## src/rtl/uart_tx_arbiter.sv

```systemverilog
// uart_tx_arbiter
//   Shares one UART TX line between NREQ byte producers. Pending requests are
//   arbitrated round-robin. The winner's byte is latched and sent as 8N1
//   (start, 8 data bits LSB first, stop). The bit timing comes from an
//   internal bit-period counter.
//
// Parameters
//   CLOCK_FREQ  system clock frequency in Hz
//   BAUD        line rate in bit/s (CLOCK_FREQ / BAUD must be >= 2)
//   NREQ        number of requesters, 2..8
//
// Ports
//   clk        system clock, rising edge
//   rst        asynchronous active-high reset
//   req        per-requester "byte pending", held with data until granted
//   data       byte for requester i on data[8i+7:8i]
//   grant      one-hot single-cycle pulse: requester's byte was accepted
//   busy       high while a frame is on the line
//   active_id  requester whose frame is on the line (last winner when idle)
//   tx         serial output, idle high
//
// state | meaning
// ------+----------------------------------------------------------
// IDLE  | line idle (tx = 1), arbitrating every cycle
// START | start bit (tx = 0) for one bit period
// DATA  | data bits 0..7, LSB first, one bit period each
// STOP  | stop bit (tx = 1); re-arbitrates on its final cycle

module uart_tx_arbiter #(
    parameter int CLOCK_FREQ = 12000000,
    parameter int BAUD       = 9600,
    parameter int NREQ       = 4,
    localparam int IDW       = (NREQ > 2) ? $clog2(NREQ) : 1
) (
    input  logic              clk,
    input  logic              rst,
    input  logic [NREQ-1:0]   req,
    input  logic [8*NREQ-1:0] data,
    output logic [NREQ-1:0]   grant,
    output logic              busy,
    output logic [IDW-1:0]    active_id,
    output logic              tx
);

    localparam int BIT_CYCLES = CLOCK_FREQ / BAUD;
    localparam int TW         = $clog2(BIT_CYCLES);

    typedef enum logic [1:0] {
        IDLE  = 2'd0,
        START = 2'd1,
        DATA  = 2'd2,
        STOP  = 2'd3
    } state_t;

    state_t          state, state_n;
    logic [TW-1:0]   timer, timer_n;
    logic [2:0]      bit_idx, bit_idx_n;
    logic [7:0]      shift, shift_n;
    logic [IDW-1:0]  last, last_n;
    logic [IDW-1:0]  active_id_n;
    logic [NREQ-1:0] grant_n;
    logic            busy_n;
    logic            tx_n;

    logic            win_found;
    logic [IDW-1:0]  win_id;
    logic [7:0]      win_byte;
    logic            bit_end;
    logic            arb;

    // Round-robin search starting just after the previous winner.
    always_comb begin
        win_found = 1'b0;
        win_id    = '0;
        for (int k = 1; k <= NREQ; k++) begin
            if (!win_found && req[(int'(last) + k) % NREQ]) begin
                win_found = 1'b1;
                win_id    = IDW'((int'(last) + k) % NREQ);
            end
        end
    end

    always_comb begin
        win_byte = '0;
        for (int i = 0; i < NREQ; i++) begin
            if (win_id == IDW'(i)) begin
                win_byte = data[8*i +: 8];
            end
        end
    end

    assign bit_end = (timer == TW'(BIT_CYCLES - 1));

    always_comb begin
        state_n     = state;
        timer_n     = timer;
        bit_idx_n   = bit_idx;
        shift_n     = shift;
        last_n      = last;
        active_id_n = active_id;
        grant_n     = '0;
        busy_n      = busy;
        tx_n        = tx;
        arb         = 1'b0;

        case (state)
            IDLE: begin
                arb = 1'b1;
            end
            START: begin
                if (bit_end) begin
                    timer_n   = '0;
                    bit_idx_n = '0;
                    tx_n      = shift[0];
                    state_n   = DATA;
                end else begin
                    timer_n = timer + 1'b1;
                end
            end
            DATA: begin
                if (bit_end) begin
                    timer_n = '0;
                    if (bit_idx == 3'd7) begin
                        tx_n    = 1'b1;
                        state_n = STOP;
                    end else begin
                        bit_idx_n = bit_idx + 3'd1;
                        shift_n   = shift >> 1;
                        tx_n      = shift[1];
                    end
                end else begin
                    timer_n = timer + 1'b1;
                end
            end
            STOP: begin
                if (bit_end) begin
                    // Default to going idle; a winner below overrides this
                    // so back-to-back frames have no gap.
                    arb     = 1'b1;
                    timer_n = '0;
                    busy_n  = 1'b0;
                    state_n = IDLE;
                end else begin
                    timer_n = timer + 1'b1;
                end
            end
            default: begin
                state_n = IDLE;
            end
        endcase

        if (arb && win_found) begin
            grant_n     = NREQ'(1) << win_id;
            shift_n     = win_byte;
            active_id_n = win_id;
            last_n      = win_id;
            busy_n      = 1'b1;
            tx_n        = 1'b0;
            timer_n     = '0;
            bit_idx_n   = '0;
            state_n     = START;
        end
    end

    always_ff @(posedge clk or posedge rst) begin
        if (rst) begin
            state     <= IDLE;
            timer     <= '0;
            bit_idx   <= '0;
            shift     <= '0;
            last      <= IDW'(NREQ - 1);
            active_id <= '0;
            grant     <= '0;
            busy      <= 1'b0;
            tx        <= 1'b1;
        end else begin
            state     <= state_n;
            timer     <= timer_n;
            bit_idx   <= bit_idx_n;
            shift     <= shift_n;
            last      <= last_n;
            active_id <= active_id_n;
            grant     <= grant_n;
            busy      <= busy_n;
            tx        <= tx_n;
        end
    end

endmodule

```

## config.mk

```make
export PLATFORM = sky130hd
export DESIGN_NAME = uart_tx_arbiter
export DESIGN_NICKNAME = d
export VERILOG_FILES = /design/src/rtl/uart_tx_arbiter.sv
export SDC_FILE = /design/constraint.sdc
export NUM_CORES = 1
export LEC_CHECK = 0
export ABC_AREA = 0
export CAP_MARGIN = 20
export CORE_MARGIN = 1
export CORE_UTILIZATION = 51
export DETAILED_ROUTE_END_ITERATION = 8
export HOLD_SLACK_MARGIN = 0.15
export PLACE_DENSITY = 0.79
export SLEW_MARGIN = 15
export SYNTH_ARGS = -nofsm -noshare
export SYNTH_HDL_FRONTEND = slang
export SYNTH_SLANG_ARGS = --single-unit
```

## constraint.sdc

```tcl
create_clock -name clk -period 2.2 [get_ports clk]
set_clock_uncertainty 0.1 [all_clocks]
set_input_delay 0.44 -clock clk [delete_from_list [all_inputs] [get_ports clk]]
set_output_delay 0.44 -clock clk [all_outputs]
set_load 0.05 [all_outputs]
```

# ---- Word-level counts from Yosys, hierarchy flattened
# Index checks and enable logic that the tools add are counted.
dict set report word_totals {
  output_inout_bits 8
  reg_bits 34
  in_bits 38
}
dict set report op_classes {
  mux 53
  n_addsub 6
  magnitude_cmp 4
  n_eq_ne 14
  shift 1
  n_reduce_logical 25
  bitwise 4
}
# op n
set ops {}
lappend ops {{$mux 8} 8}
lappend ops {{$mux 11} 3}
lappend ops {{$mux 1} 20}
lappend ops {{$mux 2} 9}
lappend ops {{$lt 3x4->1 const B} 4}
lappend ops {{$ne 3x3->1 const B} 5}
lappend ops {{$mux 3} 4}
lappend ops {{$add 11x1->11 const B} 1}
lappend ops {{$eq 11x11->1 const B} 1}
lappend ops {{$bmux 1 s2} 4}
lappend ops {{$eq 2x2->1 const B} 4}
lappend ops {{$reduce_bool 2->1} 4}
lappend ops {{$reduce_or 2->1} 4}
lappend ops {{$pmux 2 s3} 1}
lappend ops {{$pmux 3 s2} 1}
lappend ops {{$reduce_and 3->1} 2}
lappend ops {{$reduce_and 5->1} 1}
lappend ops {{$add 2x1->2 const B} 2}
lappend ops {{$add 2x2->2 const B} 2}
lappend ops {{$and 1x1->1 const A} 4}
lappend ops {{$eq 2x1->1 const B} 2}
lappend ops {{$logic_and 1x1->1} 4}
lappend ops {{$logic_not 2->1} 2}
lappend ops {{$mux 4} 1}
lappend ops {{11 further kinds} 14}

# ---- Longest topological paths before layout
dict set report logic_depth {
  ltp_word 22
  ltp_mapped 8
  ltp_nobuf 7
}

# ---- Least setup slack after synthesis
# No wires, ideal clock.
dict set report synth_timing {
  path_type {reg-to-reg}
  start {register state[0]}
  end {register shift[0]}
  stages_incl_launch_ff 7
  t_arrival_ps 1762
  synth_period_minus_slack_ps 1991
  setup_slack_ps 209
  setup_ps 129
  required_ps 1971
  cell_sequence {dfrtp_1 inv_1 ha_1 nor3b_1 a21oi_2 a22oi_1 o31ai_1}
}
dict set report synth_between {
  elab_chain_len 5
}
# element line_no
set synth_rtl {}
lappend synth_rtl {{start, declared} 55} ;# state_t state, state_n;
lappend synth_rtl {{start signal, assigned} 177} ;# state <= state_n;
lappend synth_rtl {{$eq 2x2->1 or $logic_not 2->1 (tied branches)} 106} ;# case (state)
lappend synth_rtl {{$pmux 1 s2} 106}
lappend synth_rtl {{$logic_and 1x1->1} 152} ;# if (arb && win_found) begin
lappend synth_rtl {{$ne 2x1->1 (no source line) or $reduce_bool 2->1 (tied branches)} n/a}
lappend synth_rtl {{$reduce_and 3->1 (no source line)} n/a}
lappend synth_rtl {{end signal, assigned} 180} ;# shift <= shift_n;
lappend synth_rtl {{end, declared} 58} ;# logic [7:0] shift, shift_n;
# Several ways; a longest one is shown, not always the timed one.
# A chain may end at the register's enable or synchronous reset.

# ---- Worst setup path in the final report
dict set report layout_timing {
  start {input req[3]}
  end {register shift[1]}
}
dict set report layout_between {
  elab_chain_len 19
}
# element line_no
set layout_rtl {}
lappend layout_rtl {{start, declared} 37} ;# input logic [NREQ-1:0] req,
lappend layout_rtl {{$bmux 1 s2} 76} ;# if (!win_found && req[(int'(last) + k) % NREQ]) begin
lappend layout_rtl {{$mux 1 (implied by the code) (2 in series)} 76}
lappend layout_rtl {{$mux 1} 76}
lappend layout_rtl {{$logic_not 1->1} 76}
lappend layout_rtl {{$logic_and 1x1->1} 76}
lappend layout_rtl {{$mux 1} 76}
lappend layout_rtl {{$logic_not 1->1} 76}
lappend layout_rtl {{$logic_and 1x1->1} 76}
lappend layout_rtl {{$mux 1} 76}
lappend layout_rtl {{$logic_not 1->1} 76}
lappend layout_rtl {{$logic_and 1x1->1} 76}
lappend layout_rtl {{$mux 2} 76}
lappend layout_rtl {{$logic_not 2->1} 86} ;# if (win_id == IDW'(i)) begin
lappend layout_rtl {{$mux 8 (4 in series)} 86}
lappend layout_rtl {{$mux 8} 152}
# Several ways; a longest one is shown, not always the timed one. The select of a mux whose other input is x is not followed.

==> results.md <==
* Worst Hold Depth at 1
* Mapped Area at ~0.0022 sq mm
* Power Total at about 0.0019 W
* Htree depth at 2
* Total core area at around 0.0041 sq mm
* Final Max Slew Viols at 0
* Cell variety after synth at between 40 and 50
* Mean Syn Cell Area at about 9.5 sq um
* Internal reg-to-reg setup slack at approximately 100 ps
* Share of cells above drive strength 1 at 0.213
* Reg2reg start: timer[1]
* Drt pass-1 iters at 5
* Fin util at 0.749
* Worst-Margin Slew at just over 500 ps
* Commonest non-fill, non-tap cell in the layout: clkdlybuf4s50_1
* Clock Sinks at 34
* Fmax at around 0.47 GHz
* Pin count of the biggest net entering global routing at 35
* TritonCTS clock tree: done
* FF+latch count, synth at 34
* Final wirelength at ~5500 um
* Tot GR Track Use at 0.244
* Post-route cell area at about 0.003 sq mm
* Cell row count at 23
* VDD IR-drop max at between 0.0005 and 0.0006 V
* Layout Nets at 347
* Critical path's top delay family: compound AO/OA/AOI/OAI gates
* Diodes inserted at 0
* Critical Path RT at approximately 2300 ps
* Max cap viols at 0
* Post-Syn Nets at roughly 280
* Area Overhead vs Synth at 38.4%
* Routed Antenna Nets at 0
* Hold WC Path Type: flop to flop
* WP buf/inv at 2
* Reg area at 855 sq um
* DRC at 0
* Drt wl/cell at ~16 um
* Yosys warns at 0
* Routability Congestion at 0.820
* CTS Hold Bufs at 0
* Root Buffer Master: clkbuf_8
* First-pass GRT wire length at about 8400 um
* CP peak stage delay at 500 ps
* Critical-path cell list: clkdlybuf4s50_1 > nor2b_2 > o21a_1 > buf_12 > o31a_1 > a211oi_1 > o31ai_2
* Status: finished, final reports clean
* Critical Path Sink Type: flop
* Number of global-route vias before repair at 1953
* Initial antenna violation count at 0
* Seq/Total Area, Yosys at 0.387
* CTS Buffer Depth at 2
* Top FF cell, synth: dfrtp_1
* Crit Reg-Reg Endpoint: grant[2]
* Starting Density at 0.541
* Hold Fails Final Rpt at 0
* Final setup vio count at 0
* I/O pin count at 46
* Hold Path Origin: active_id[0]
* Ys async rst share at 1.00
* Skew-Pair Late Insertion Delay at about 280 ps
* Commonest cells after routing, fill and taps aside: clkdlybuf4s50_1 (44), dfrtp_1 (31), buf_4 (25)
* Die W at about 68 um
* Slowest cell on the critical path: clkdlybuf4s50_1
* Die Y-Extent at roughly 68 um
* Area post-placement at 0.00285 sq mm
* Critical path destination: shift[1]
* Worst setup path startpoint: req[3]
* Fillers at ~290
* CP Class: input pin to flop
* Crit path depth at 7
* DIE AREA at roughly 0.0046 sq mm
* Worst Setup Start Kind: input pin
* Starting DRT DRC Count at approximately 180
* Routed via count at ~2100
* Mapped Cells at between 200 and 250
* R2R depth at 9
* CTS buffer count at 5
* Period Utilization, post-route at 0.964
* Peak fanout along the critical path at 14
* Total congestion overflow at 0
* Post-DP HPWL at approximately 4000 um
* Post-synth EDFFs at 0
* Tmin final at around 2100 ps
* Clk pin slew, worst setup/hold paths at ~70 ps
* PD cells at 631 mW/mm^2
* Max_slew headroom at 0.656
* I/O Buffers at 45
* Area of the multi-input gates at about 0.0013 sq mm
* DR vias/cell at 5.90
* Worst EP arrival at between 2000 and 2500 ps
* Pleak at between 1 and 1.5 nW
* RSZ-0062 raised after global routing: yes
[how the worst min path moves through the flow]
| stage | to |
|---|---|
| global route | shift[3] |
| CTS | active_id[0] |
| global placement | active_id[0] |
| finish | active_id[0] |
| detailed placement | active_id[0] |
| floorplan | shift[6] |
[power breakdown]
| group | switching (W) | total (W) | internal [W] |
|---|---|---|---|
| clock | 0.000215 | 0.000467 | 0.000252 |
| sequential | 0.0000913 | 0.000819 | 0.000728 |
| combinational | 0.000318 | 0.000646 | 0.000329 |
[logic make-up (layout without fill, tap and decap cells)]
group | Yosys count | count (layout) | share of synthesized area
multiplexers | 4 | 4 | 0.0181
buffers and inverters | 24 | 93 | 0.0498
XOR/XNOR | 7 | 7 | 0.0277
AO/OA/AOI/OAI | 80 | 80 | 0.260
AND/OR/NAND/NOR | 74 | 74 | 0.207
adder cells (fa/ha/maj) | 9 | 9 | 0.0509
flip-flops | 34 | 34 | 0.387
[through the flow]
step,TNS [ps],cells,setup WS [ps],hold slack (ps)
2_1_floorplan,0,232,209,372
3_3_place_gp,-1940,333,-154,378
6_report,0,351,79.3,405
5_1_grt,-114,351,-32.8,439
4_1_cts,0,341,56.4,407
3_5_place_dp,-2840,333,-218,380
[worst register-to-register path, stage by stage, from the launching register on]
cell and delay, ps:
dfrtp_1 420, inv_1 70, ha_1 150, nor4b_4 260, a41oi_2 180, nor3_4 350, buf_4 180, buf_4 110
buf_4 100, and3_1 130
[synth_stat cells (2+ instances only)]
| cell | n | area [sq um] |
|---|---|---|
| buf_2 | 5 | 25.0 |
| dfstp_2 | 3 | 78.8 |
| o31a_1 | 7 | 61.3 |
| nand3_1 | 6 | 30.0 |
| nor4_1 | 7 | 43.8 |
| inv_1 | 10 | 37.5 |
| and2_1 | 2 | 12.5 |
| buf_4 | 3 | 22.5 |
| dfrtp_1 | 31 | 776 |
| nor2b_1 | 5 | 31.3 |
| a22oi_1 | 8 | 60.1 |
| o21ai_1 | 2 | 10.0 |
| a31oi_1 | 8 | 50.1 |
| o21a_1 | 11 | 82.6 |
| o31ai_1 | 8 | 60.1 |
| mux2i_1 | 4 | 40.0 |
| nor3b_1 | 2 | 15.0 |
| o21ai_0 | 11 | 55.1 |
| a311oi_1 | 2 | 17.5 |
| nor4_4 | 2 | 42.5 |
| o221a_2 | 2 | 22.5 |
| nand2_1 | 10 | 37.5 |
| nor3_1 | 3 | 15.0 |
| nand4_1 | 3 | 18.8 |
| and3_1 | 5 | 31.3 |
| nor2_1 | 19 | 71.3 |
| clkbuf_1 | 5 | 18.8 |
| xor2_1 | 6 | 52.6 |
| a211oi_1 | 7 | 52.6 |
| ha_1 | 9 | 113 |
| nand2b_1 | 2 | 12.5 |
| a21oi_1 | 9 | 45.0 |
[flip-flops by register name (all words and copies together) (netlist names)]
register   flops
busy           1
bit_idx        3
tx             1
last           2
grant          4
state          2
active_id      2
timer         11
shift          8
[repair_timing]
item / in CTS / in global routing
resized for setup: 0 / 12
endpoints found under the setup margin: 0 / 12
setup buffers: 0 / 10
[area by class of cell]
type | instances | share of cell area
Clock inverter | 1 | 0.00164
Inverter | 11 | 0.0143
Timing Repair Buffer | 74 | 0.234
Sequential cell | 34 | 0.279
Tap cell | 50 | 0.0204
Multi-Input combinational cell | 174 | 0.422
Clock buffer | 7 | 0.0282
[metal layers]
layer / vias up / part of all wire / global-route usage
met5: - / 0 / 0
met4: 0 / 0.013 / 0.0781
met3: 8 / 0.038 / 0.0533
met2: 47 / 0.50 / 0.397
met1: 1010 / 0.45 / 0.321
li1: 1007 / - / -
(Power assumes the default switching activity.)
